--- src/rtl/ddr3_ca_delay_ctrl.sv ---
// DDR3 address/command lane delay-line controller.
// Turns a single step/reload command into spaced MOVE/LOAD pulses for one
// IOD lane, watches the lane's OUT_OF_RANGE flag and tracks the tap position.
module ddr3_ca_delay_ctrl #(
  parameter int STEP_W     = 7,
  parameter int MAX_TAP    = 127,
  parameter int INIT_TAP   = 1,
  parameter int SETTLE_CYC = 4
) (
  input  logic              FAB_CLK,
  input  logic              TX_SYNC_RST,
  input  logic              CMD_VALID,
  output logic              CMD_READY,
  input  logic [1:0]        CMD_OP,
  input  logic [STEP_W-1:0] CMD_STEPS,
  output logic              DELAY_LINE_MOVE_0,
  output logic              DELAY_LINE_DIRECTION_0,
  output logic              DELAY_LINE_LOAD_0,
  input  logic              DELAY_LINE_OUT_OF_RANGE_0,
  output logic [7:0]        TAP_COUNT,
  output logic [STEP_W-1:0] STEPS_DONE,
  output logic              DONE,
  output logic              ERR_RANGE
);

  localparam int CNT_W = (SETTLE_CYC > 1) ? $clog2(SETTLE_CYC) : 1;
  localparam logic [CNT_W-1:0]  SETTLE_LAST = CNT_W'(SETTLE_CYC - 1);
  localparam logic [7:0]        TAP_MAX     = 8'(MAX_TAP);
  localparam logic [7:0]        TAP_INIT    = 8'(INIT_TAP);
  localparam logic [STEP_W-1:0] STEP_ONE    = STEP_W'(1);

  typedef enum logic [2:0] {
    S_IDLE,
    S_DIR_SETUP,
    S_MOVE,
    S_SETTLE,
    S_LOAD,
    S_LSETTLE,
    S_FIN
  } state_t;

  state_t            state_q, state_d;
  logic              ready_q, ready_d;
  logic              move_q, move_d;
  logic              dir_q, dir_d;
  logic              load_q, load_d;
  logic              done_q, done_d;
  logic              err_q, err_d;
  logic [7:0]        tap_q, tap_d;
  logic [STEP_W-1:0] sdone_q, sdone_d;
  logic [STEP_W-1:0] left_q, left_d;
  logic [CNT_W-1:0]  cnt_q, cnt_d;
  logic              enter_move;

  assign CMD_READY              = ready_q;
  assign DELAY_LINE_MOVE_0      = move_q;
  assign DELAY_LINE_DIRECTION_0 = dir_q;
  assign DELAY_LINE_LOAD_0      = load_q;
  assign TAP_COUNT              = tap_q;
  assign STEPS_DONE             = sdone_q;
  assign DONE                   = done_q;
  assign ERR_RANGE              = err_q;

  // State and all output registers; reset aborts any sequence in flight.
  always_ff @(posedge FAB_CLK) begin
    if (TX_SYNC_RST) begin
      state_q <= S_IDLE;
      ready_q <= 1'b0;
      move_q  <= 1'b0;
      dir_q   <= 1'b0;
      load_q  <= 1'b0;
      done_q  <= 1'b0;
      err_q   <= 1'b0;
      tap_q   <= TAP_INIT;
      sdone_q <= '0;
      left_q  <= '0;
      cnt_q   <= '0;
    end else begin
      state_q <= state_d;
      ready_q <= ready_d;
      move_q  <= move_d;
      dir_q   <= dir_d;
      load_q  <= load_d;
      done_q  <= done_d;
      err_q   <= err_d;
      tap_q   <= tap_d;
      sdone_q <= sdone_d;
      left_q  <= left_d;
      cnt_q   <= cnt_d;
    end
  end

  // Next-state and next-output decode. Outputs are computed from the state
  // being entered so each registered output lines up with its state cycle;
  // the range-limit decision is therefore made on entry to MOVE.
  always_comb begin
    state_d    = state_q;
    move_d     = 1'b0;
    load_d     = 1'b0;
    dir_d      = dir_q;
    err_d      = err_q;
    tap_d      = tap_q;
    sdone_d    = sdone_q;
    left_d     = left_q;
    cnt_d      = cnt_q;
    enter_move = 1'b0;

    case (state_q)
      S_IDLE: begin
        if (CMD_VALID && ready_q) begin
          err_d   = 1'b0;
          sdone_d = '0;
          left_d  = CMD_STEPS;
          case (CMD_OP)
            2'b01, 2'b10: begin
              if (CMD_STEPS != '0) begin
                state_d = S_DIR_SETUP;
                dir_d   = (CMD_OP == 2'b01);
              end else begin
                state_d = S_FIN;
              end
            end
            2'b11: begin
              state_d = S_LOAD;
              load_d  = 1'b1;
            end
            default: state_d = S_FIN;
          endcase
        end
      end

      S_DIR_SETUP: enter_move = 1'b1;

      S_MOVE: begin
        if (move_q) begin
          state_d = S_SETTLE;
          cnt_d   = SETTLE_LAST;
        end else begin
          state_d = S_FIN;
        end
      end

      S_SETTLE: begin
        if (cnt_q != '0) begin
          cnt_d = cnt_q - 1'b1;
        end else if (DELAY_LINE_OUT_OF_RANGE_0) begin
          err_d   = 1'b1;
          state_d = S_FIN;
        end else begin
          tap_d   = dir_q ? (tap_q + 8'd1) : (tap_q - 8'd1);
          sdone_d = sdone_q + STEP_ONE;
          left_d  = left_q - STEP_ONE;
          if (left_q != STEP_ONE) begin
            enter_move = 1'b1;
          end else begin
            state_d = S_FIN;
          end
        end
      end

      S_LOAD: begin
        state_d = S_LSETTLE;
        cnt_d   = SETTLE_LAST;
        tap_d   = TAP_INIT;
      end

      S_LSETTLE: begin
        if (cnt_q != '0) begin
          cnt_d = cnt_q - 1'b1;
        end else begin
          state_d = S_FIN;
        end
      end

      S_FIN: state_d = S_IDLE;

      default: state_d = S_IDLE;
    endcase

    // A step at the range limit still spends its MOVE cycle, without a pulse.
    if (enter_move) begin
      state_d = S_MOVE;
      if (dir_q ? (tap_d == TAP_MAX) : (tap_d == '0)) begin
        err_d = 1'b1;
      end else begin
        move_d = 1'b1;
      end
    end

    ready_d = (state_d == S_IDLE);
    done_d  = (state_d == S_FIN);
  end

endmodule
--- config.mk ---
export PLATFORM = sky130hd
export DESIGN_NAME = ddr3_ca_delay_ctrl
export DESIGN_NICKNAME = d
export VERILOG_FILES = /design/src/rtl/ddr3_ca_delay_ctrl.sv
export SDC_FILE = /design/constraint.sdc
export NUM_CORES = 1
export LEC_CHECK = 0
export ABC_AREA = 1
export BUFFER_PORTS_ARGS = -buffer_cell sky130_fd_sc_hd__buf_2
export CAP_MARGIN = 20
export CORE_MARGIN = 3
export CORE_UTILIZATION = 32
export DETAILED_ROUTE_END_ITERATION = 12
export HOLD_SLACK_MARGIN = 0.02
export PLACE_DENSITY = 0.5
export SETUP_SLACK_MARGIN = 0.15
export SKIP_CTS_REPAIR_TIMING = 1
export SLEW_MARGIN = 20
export SYNTH_ARGS = -nofsm -noshare
export SYNTH_HDL_FRONTEND = slang
export SYNTH_SLANG_ARGS = --single-unit
--- constraint.sdc ---
create_clock -name FAB_CLK -period 2.03 [get_ports FAB_CLK]
set_input_delay 0.1015 -clock FAB_CLK [delete_from_list [all_inputs] [get_ports FAB_CLK]]
set_output_delay 0.1015 -clock FAB_CLK [all_outputs]
set_load 0.02 [all_outputs]
==> impl_results.md <==
- Pre-Repair DR Iteration Count: 4
- Ys async rst share: 0%
- DP HPWL: between 4 and 5 mm
- CP max-delay cell: fa_2
- Yosys warnings: 0
- Fin. max-slew vios: 0
- Total grt overflow: 0
- Worst Path Buf+Inv: 3
- Die ar.: just under 8000 um2
- Kind of critical path: reg2reg
- Worst-path clk slew: about 0.070 ns
- Power Dens Cells: 917.7 nW/um2
- CP peak stage delay: just over 0.4 ns
- Post-Synth Simple-Gate Area: around a third
- CP Launch Type: flip-flop
- Die Span X: 87.72 um
- First-pass GRT wire length: 9.335 mm
- Cells after Synth: around 320
- Antenna cells: 0
- Multiplexer area fraction after synthesis: 0%
- CTS tree: done
- Clock Path Buffers: 2
- Final WL: ~5.5 mm
- Status: completed
- CP most frequent cell: nand2_1
- Actual slew at the worst max-slew pin: 0.5219 ns
- Post-Synthesis Cell Area: ~2100 um2
- PortBufs: 33
- Worst EP required: 2.22 ns
- Share of post-route cells with drive strength above 1: around 29%
- Final antenna-violating net count: 0
- CP Max Fanout: 2
- Syn_nets: between 300 and 400
- Register area share after synthesis: roughly 30%
- Final core occ: between 40% and 50%
- Nets: 390
- Max Cap Viol: 0
- Reg2Reg Setup Slack: 0.16 ns
- Starting Density: 33.27%
- Yosys reg bits: 33
- Worst reg-to-reg path cell count: 14
- EDFF count, synth: 0
- Multi-input gate area: between 1000 and 1500 um2
- Largest family of logic cells by synthesized area: simple AND/OR/NAND/NOR gates
- Cells along the critical path: inv_2, fa_2, buf_6, xnor2_1, nand2_1, nand2_2, nor2_1, nand3_1, nor2_1, nand2_1, nand2_1, nand3_1, nand2_1, inv_1
- Worst R2R End: DELAY_LINE_MOVE_0
- GRT Total Usage: between 10% and 20%
- RSZ-0062 raised after global routing: true
- Adder-cell area share of the yosys netlist: between 8 and 9%
- Final Hold Vio Count: 0
- Final min period: about 1.9 ns
- HP Start: CMD_STEPS[0]
- Top-area cell type share of the netlist area: a little under a third
- Synth area leaders: dfxtp_1 (31%), nand2_1 (12%), ha_1 (7.6%)
- CP top delay family: simple AND/OR/NAND/NOR gates
- Routability cong.: a little under 0.9
- Iteration-0 DRC Markers: between 80 and 90
- Final Skew: ~0.0057 ns
- FF+latch area: between 600 and 700 um2
- Core ar.: around 6400 um2
- # rows: 29
- Peak supply drop: ~0.00061 V
- Routed len/inst: 12.54 um
- Vias in the first global route: roughly 2100
- Compound-gate portion of the synthesized area: between 10% and 20%
- Setup WS post-layout: about 0.16 ns
- Critical R2R Launch: TAP_COUNT[1]
- Layout area overhead: 26.82%
- Clock root buffer: clkbuf_8
- Vias per inst: around 4.9
- Ports: 34
- Hold path cells: 3
- Relative slew slack: around two thirds
- Final setup fails: 0
- Pleak: between 1 and 1.5 nW
- CP endpoint kind: flip-flop
- Synth Flop Type: dfxtp_1
- Tcrit/Tclk final: 92.12%
- CP Data Arrival Time: around 2.1 ns
- Via count: 2163
- # fillers: roughly 670
- Cell with the most instances after synthesis: nand2_1
- Non-filler cells, final: around 440
- Overall Power: around 2.5 mW
- Largest net degree at the start of global routing: 26
- Initial antenna violation count: 0
- Pre-CTS WS: between 0.007 and 0.008 ns
- Remaining DRCs: 0
- Synth area leader: dfxtp_1
- Max H-tree Level: 2
- List of most frequent post-synthesis cells: nand2_1 (66), inv_1 (43), dfxtp_1 (33), nor2_1 (29), a21oi_1 (28)
- Die H: roughly 88 um
- HP Class: in2reg
- Hold Path End: left_q[0]
- Inst Count DP: 428
- Clk_lat worst skew: roughly 0.28 ns
- Post-Synth XOR/XNOR Area: 1.230%
- CTS buffer count: 5
- Post-Syn Area per Cell: around 6.8 um2
- Library cells used by synthesis: 35
- Hold Worst Slack: just over 0.1 ns
- Max frequency: about 0.53 GHz
- # clock sinks: 33
-- metrics by stage --
stage	area [um2]	setup TNS (ns)
5_1_grt	2710	0
2_1_floorplan	2141	0
3_5_place_dp	2425	0
6_report	2710	0
3_3_place_gp	2425	0
4_1_cts	2507	-0.006505
-- how the worst max path moves through the flow --
| stage | depth (start not counted) | to | from |
|---|---|---|---|
| after floorplan | 16 | DELAY_LINE_MOVE_0 | DELAY_LINE_DIRECTION_0 |
| after global placement | 11 | DELAY_LINE_MOVE_0 | DELAY_LINE_DIRECTION_0 |
| after detailed placement | 12 | DELAY_LINE_MOVE_0 | DELAY_LINE_DIRECTION_0 |
| after CTS | 12 | DELAY_LINE_MOVE_0 | DELAY_LINE_DIRECTION_0 |
| after global routing | 14 | DELAY_LINE_MOVE_0 | TAP_COUNT[1] |
| final | 14 | DELAY_LINE_MOVE_0 | TAP_COUNT[1] |
-- final cells by class --
| class | instances | area share, % |
|---|---|---|
| inverter | 47 | 6.694 |
| sequential | 33 | 24.61 |
| timing repair buffer | 47 | 10.25 |
| multi-input combinational | 229 | 51.85 |
| clock buffer | 6 | 2.678 |
| tap | 77 | 3.555 |
| clock inverter | 2 | 0.3693 |
-- report_power, final --
group	leakage (nW)	switching [mW]	internal (mW)
combinational	0.976	0.738	0.450
sequential	0.268	0.0856	0.742
clock	0.0450	0.234	0.237
-- worst register-to-register path: cells and delay by family (launching register included) --
| family | cells | cell delay (ns) |
|---|---|---|
| and+or+nand+nor | 9 | 0.70 |
| DFF | 1 | 0.33 |
| adders and majority gates | 1 | 0.41 |
| buffers and inverters | 3 | 0.21 |
| xor gates and xnor gates | 1 | 0.11 |
-- cells by family after synthesis --
group,Yosys count
AND/OR/NAND/NOR,152
AO/OA/AOI/OAI,60
buffers and inverters,54
flip-flops,33
adder cells (fa/ha/maj),14
XOR/XNOR,3
-- sequential cells by signal, indices dropped and copies added, names as in the netlist --
signal                  count
TAP_COUNT                   8
STEPS_DONE                  7
DONE                        1
CMD_READY                   1
DELAY_LINE_LOAD_0           1
DELAY_LINE_MOVE_0           1
ERR_RANGE                   1
cnt_q                       2
state_q                     3
DELAY_LINE_DIRECTION_0      1
left_q                      7
-- layout by cell type (no fill, tap or decap), types with 3 or more instances in the layout --
cell       n
buf_2     33
nand3_1   21
inv_2      9
nor3_1    11
nand3_2    9
ha_4       6
nand4_1    4
a21oi_2    5
buf_4     12
clkbuf_8   5
nor2_1    26
nor2_2     3
a21oi_1   23
ha_1       7
inv_1     37
nand2_1   61
dfxtp_1   30
nand2_2    9
a211oi_1   4
o21ai_0   14
nor2_4     4
-- per-layer routing --
layer | GRT usage (%) | routed length (um)
met4 | 5.858 | 124
met1 | 19.82 | 2680
met5 | 0 | 0
met3 | 3.481 | 269
met2 | 24.45 | 2458
No activity file was read; power rests on OpenSTA's default activity.
